--- src/rtl/alu.sv ---
// 16-bit registered ALU: arithmetic, logic, shift and rotate ops.
// Ports: clk, rst_n (sync, active-low), c_in, a_in, b_in, alu_sel -> out, c_out.
module alu (
  input  logic        clk,
  input  logic        rst_n,
  input  logic        c_in,
  input  logic [15:0] a_in,
  input  logic [15:0] b_in,
  input  logic [3:0]  alu_sel,
  output logic [15:0] out,
  output logic        c_out
);

  typedef enum logic [3:0] {
    OP_ADD   = 4'h0,
    OP_SUB   = 4'h1,
    OP_AND   = 4'h2,
    OP_OR    = 4'h3,
    OP_XOR   = 4'h4,
    OP_NOT   = 4'h5,
    OP_INC   = 4'h6,
    OP_DEC   = 4'h7,
    OP_SHL   = 4'h8,
    OP_SHR   = 4'h9,
    OP_ASR   = 4'hA,
    OP_RCL   = 4'hB,
    OP_RCR   = 4'hC,
    OP_NOR   = 4'hD,
    OP_PASSA = 4'hE,
    OP_PASSB = 4'hF
  } op_e;

  // res[16] is the next c_out, res[15:0] the next out
  logic [16:0] res;
  logic [16:0] a_ext;
  logic [16:0] cin_ext;

  assign a_ext   = {1'b0, a_in};
  assign cin_ext = {16'd0, c_in};

  always_comb begin
    res = '0;
    unique case (op_e'(alu_sel))
      OP_ADD:   res = a_ext + {1'b0, b_in} + cin_ext;
      OP_SUB:   res = a_ext + {1'b0, ~b_in} + cin_ext;
      OP_AND:   res = {1'b0, a_in & b_in};
      OP_OR:    res = {1'b0, a_in | b_in};
      OP_XOR:   res = {1'b0, a_in ^ b_in};
      OP_NOT:   res = {1'b0, ~a_in};
      OP_INC:   res = a_ext + 17'h00001;
      OP_DEC:   res = a_ext + 17'h0FFFF;
      OP_SHL:   res = {a_in[15], a_in[14:0], 1'b0};
      OP_SHR:   res = {a_in[0], 1'b0, a_in[15:1]};
      OP_ASR:   res = {a_in[0], a_in[15], a_in[15:1]};
      OP_RCL:   res = {a_in[15], a_in[14:0], c_in};
      OP_RCR:   res = {a_in[0], c_in, a_in[15:1]};
      OP_NOR:   res = {1'b0, ~(a_in | b_in)};
      OP_PASSA: res = {1'b0, a_in};
      OP_PASSB: res = {1'b0, b_in};
    endcase
  end

  always_ff @(posedge clk) begin
    if (!rst_n) begin
      out   <= '0;
      c_out <= 1'b0;
    end else begin
      out   <= res[15:0];
      c_out <= res[16];
    end
  end

endmodule

--- config.mk ---
export PLATFORM = sky130hd
export DESIGN_NAME = alu
export DESIGN_NICKNAME = d
export VERILOG_FILES = /design/src/rtl/alu.sv
export SDC_FILE = /design/constraint.sdc
export NUM_CORES = 1
export LEC_CHECK = 0
export BUFFER_PORTS_ARGS = -buffer_cell sky130_fd_sc_hd__buf_4
export CAP_MARGIN = 0
export CORE_AREA = 2 2 96 98
export CTS_CLUSTER_SIZE = 14
export DETAILED_ROUTE_END_ITERATION = 6
export DIE_AREA = 0 0 98 100
export PLACE_DENSITY = 0.74
export SETUP_SLACK_MARGIN = 0.15
export SLEW_MARGIN = 20
export SYNTH_ARGS = -nofsm -noshare
export SYNTH_HDL_FRONTEND = slang
export SYNTH_SLANG_ARGS = --single-unit
--- constraint.sdc ---
create_clock -name clk -period 4.65 [get_ports clk]
set_input_delay 0.465 -clock clk [delete_from_list [all_inputs] [get_ports clk]]
set_output_delay 0.465 -clock clk [all_outputs]
set_load 0.1 [all_outputs]
# After elaboration in Yosys (flattened, before gate mapping)
# Cells that the tools add are included.
# classes
n_addsub	6
eq_ne	15
n_mux	1
bitwise	6
n_reduce_logical	1
# op_table
cell	count
17-bit case mux with 16 select lines	1
16-bit NOT	3
16-bit by 16-bit adder with 17-bit output	2
17-bit by 1-bit adder with 17-bit output	2
4-bit equality test, second input constant	8
16-bit by 1-bit adder with 17-bit output, second input constant	1
16-bit by 16-bit adder with 17-bit output, second input constant	1
16-bit AND	1
4-bit by 3-bit equality test with 1-bit output, second input constant	4
16-bit OR	1
16-bit bitwise XOR	1
4-bit by 2-bit equality test with 1-bit output, second input constant	2
4-bit by 1-bit equality test with 1-bit output, second input constant	1
4-bit zero test	1
# word_totals
register_bits	17
in_bits	39
out_inout_bits	17
wordCells	31

# Depth between registers and ports, before layout
# logic_depth
ltp_word	4
mapped_depth	12
ltp_nobuf	11

# Worst setup path before layout
# No wires, ideal clock.
# synth_timing
path_type	input to register
startpoint	input a_in[0]
endpoint	register out[8]
setup_time_ns	0.123
arrival_time_ns	2.701
path_slack_ns	1.825
path_stages	12
path_buffers	1
path_cell_list	buf_2 > inv_1 > fa_1 > inv_1 > fa_1 > nand2b_4 > a221oi_4 > o21ai_0 > o21ba_2 > a221o_1 > a221oi_1 > nor2b_1
# synth_via
elab_chain_len	3
word_cells_on_any_way	7
# synth_rtl
item	line_no	rtl
start: declaration	7	input logic [15:0] a_in,
16-bit by 16-bit adder with 17-bit output, on equally long branches	45, 44	
17-bit by 1-bit adder with 17-bit output, on equally long branches	45, 44	
17-bit case mux with 16 select lines *	43	unique case (op_e'(alu_sel))
end signal: assignment	68	out <= res[15:0];
end: declaration	10	output logic [15:0] out,
# Every way passes the cells marked *; elsewhere a longest branch is shown, timed or not.
# A chain may end at the register's enable or synchronous reset.

# Final worst setup path
# layout_timing
startpoint	input alu_sel[0]
endpoint	register out[14]
# layout_via
elab_chain_len	2
word_cells_on_any_way	17
# layout_rtl
item	line_no	rtl
start: declaration	9	input logic [3:0] alu_sel,
4-bit equality test, or another cell as far along	43	
17-bit case mux with 16 select lines *	43	
# Marked as above.

==> impl_results.md <==
* Outcome: finished clean
* DRT iter0 DRCs at 757
* Synthesis Warnings at 0
* Root buffer cell: clkbuf_8
* Post-CTS Resized at 0
* Critical Path Stages at 11
* PnR worst setup slack at 1.30 ns
* Post-synthesis async set-or-reset flop share at 0%
* CP top delay family: simple AND/OR/NAND/NOR gates
* Final period utilization at 72.0%
* Routed len/inst at roughly 22 um
* Leakage at 2.08 nW
* Setup violators final at 0
* Crit-path slowest cell: and4b_1
* DRC at 0
* Dpl ws at about 1.1 ns
* Post-detail-place hpwl at 12200 um
* Commonest non-fill, non-tap cell in the layout: buf_4
* Setup Fix Bufs, Post-CTS at 0
* CTS tree: yes
* PD cells at 187 nW/um^2
* Total Routed Length at 16800 um
* Area after DPL at between 4000 and 5000 um^2
* Crit-path max cell delay at ~0.65 ns
* Gr usage total at 33.6%
* Initial core utilization at a little over half
* CP arrival at 3.54 ns
* Top FF cell, synth: dfxtp_1
* Synth area leaders: ha_1 13%, dfxtp_1 7.3%, a21oi_1 5.1%
* Antenna diode count at 0
* Via count at 5305
* Critical path type: input pin to flip-flop
* Cell with the most instances on the worst path: xnor2_1
* Synth Instances at 661
* Final ANT Viol Nets at 0
* Finished Layout Cells at 773
* Worst-Margin Slew at roughly 0.95 ns
* I/O pin total at 56
* Largest area contributor in the netlist: ha_1
* Met3 track demand over resource at 5.71%
* Critical path endpoint category: flip-flop
* H-tree levels at 1
* Data required time of the worst path at 4.84 ns
* Cell Area, Synth at 4670 um^2
* CTS max path bufs at 2
* Die footprint at 9800 um^2
* Share of cells above drive strength 1 at 13.1%
* Final hold slack at 0.560 ns
* GR Layer Usage met1 at around 44%
* Vias per cell at 6.86
* # rows at 35
* Die W at approximately 98 um
* Die Y at 100 um
* Final design instance area without fill at between 4000 and 5000 um^2
* Most crowded layer after global routing: met2
* Synth top area share at 12.9%
* Tmin final at 3.35 ns
* RSZ-0062 raised after global routing: no
* Crit-path cells: buf_4, and4b_1, xnor2_1, ha_1, nor4_1, nand2_1, o2bb2ai_1, mux2i_1, xnor2_1, o221ai_1, nor4bb_1
* Maximum VDD drop at 0.0000886 V
* Drt pass-1 iters at 7
* Core Util, Final at around 56%
* P&R area growth vs syn at 6.41%
* CP Max Fanout at 45
* Final GP Congestion at 0.967
* Total power at 929 uW
* Global-route wire length before repair at 26700 um
* TritonCTS buffer count at 3
* End of the critical path: out[14]
* Sequential area share after synthesis at 7.29%
* EDFF count, synth at 0
* Grt ovf at 0
* Largest net degree at the start of global routing at 46
* Vias in the first global route at approximately 5000
* Syn_nets at 752
* Synth Area per Inst at a little over 7 um^2
* Clock transition at path regs at ~0.09 ns
* Final hold violation count at 0
* Worst rel slew slack at 36.4%
* Synth cell types at just under 80
* Nets at 754
* Hold buffers post-CTS at 0
* Clk sink count at 17
* Buf/Inv on CP at 1
* Min-Delay Path Class: input pin to flip-flop
* M2 GR Usage at 55.7%
* Initial antenna violation count at 0
* F_max at 299 MHz
* Origin of the worst setup path: alu_sel[0]
* DP Cell Count at between 700 and 800
* CP startpoint kind: input pin
* Setup TNS Final at 0 ns
* Synth Register Bits at 17
* Max-capacitance violation count at 0
* Commonest non-fill, non-tap cells in the layout: 59 x buf_4, 53 x inv_1, 48 x a21oi_1, 48 x ha_1, 46 x nand2_1
* Max-slew violations at 0
* Core region area at 8890 um^2
* Buffers on Ports at 55
[cell families after synthesis]
family	Yosys count	synth area share (%)
compound gates	231	35.3
simple gates	202	22.9
buf+inv	116	11.4
fa+ha+maj	52	14.6
xor+xnor	28	5.25
flops	17	7.29
mux	15	3.30
[tightest hold or removal path: cells and delay by family]
| family | cells | cell delay, ns |
|---|---|---|
| buf+inv | 2 | 0.27 |
| compound gates | 1 | 0.05 |
[cell usage after synthesis (3+ instances only)]
master / number
buf_1: 3
or3_1: 7
o21bai_1: 3
nor2_1: 45
a221o_1: 6
nor4_1: 8
o22ai_1: 17
mux2_2: 3
a211o_1: 3
a21oi_1: 48
ha_1: 48
mux2i_1: 12
a31oi_1: 11
o2bb2ai_1: 3
dfxtp_1: 17
nand2_1: 46
buf_2: 27
nand4_1: 10
o21a_1: 3
o31ai_1: 3
a222oi_1: 3
nor3_1: 19
fa_1: 4
o21ai_0: 37
inv_1: 53
a2bb2oi_1: 3
nor4_2: 3
xor2_1: 3
a32o_1: 8
a22oi_1: 22
nand2b_1: 5
a221oi_1: 14
buf_6: 4
clkbuf_1: 19
xnor2_1: 25
o221ai_1: 5
o211ai_1: 5
a211oi_1: 4
nor2b_1: 20
and3_1: 5
nand3_1: 19
buf_4: 8
a21o_1: 3
a21boi_0: 5
[sequential cells by signal (all words and copies together) (netlist names)]
register  flops
out          16
c_out         1
[layout make-up]
class / count / area [um^2]
Multi-Input combinational cell: 528 / 3800
Sequential cell: 17 / 340
Timing Repair Buffer: 59 / 443
Inverter: 54 / 203
Tap cell: 111 / 139
Clock buffer: 4 / 45.0
Fill cell: 866 / 3920
[report_power, final]
part | internal (mW) | leakage (nW) | switching [mW]
clock | 0.0613 | 0.0228 | 0.0677
sequential | 0.162 | 0.141 | 0.00454
combinational | 0.205 | 1.92 | 0.429
[layer usage]
metal | share of wire, % | routed length (um)
met5 | 0 | 0
met4 | 3.3 | 551
met3 | 11 | 1870
met2 | 45 | 7630
met1 | 40 | 6760
[worst min path at each step]
stage,startpoint,to,slack [ns],cells past startpoint
after floorplan,rst_n,out[0],0.58,2
after global placement,rst_n,out[10],0.83,2
after detailed placement,rst_n,out[0],0.84,3
after CTS,rst_n,out[0],0.55,3
after global routing,rst_n,out[0],0.55,3
final,rst_n,out[0],0.56,3
Note: power is estimated with default switching activity, not from simulation.
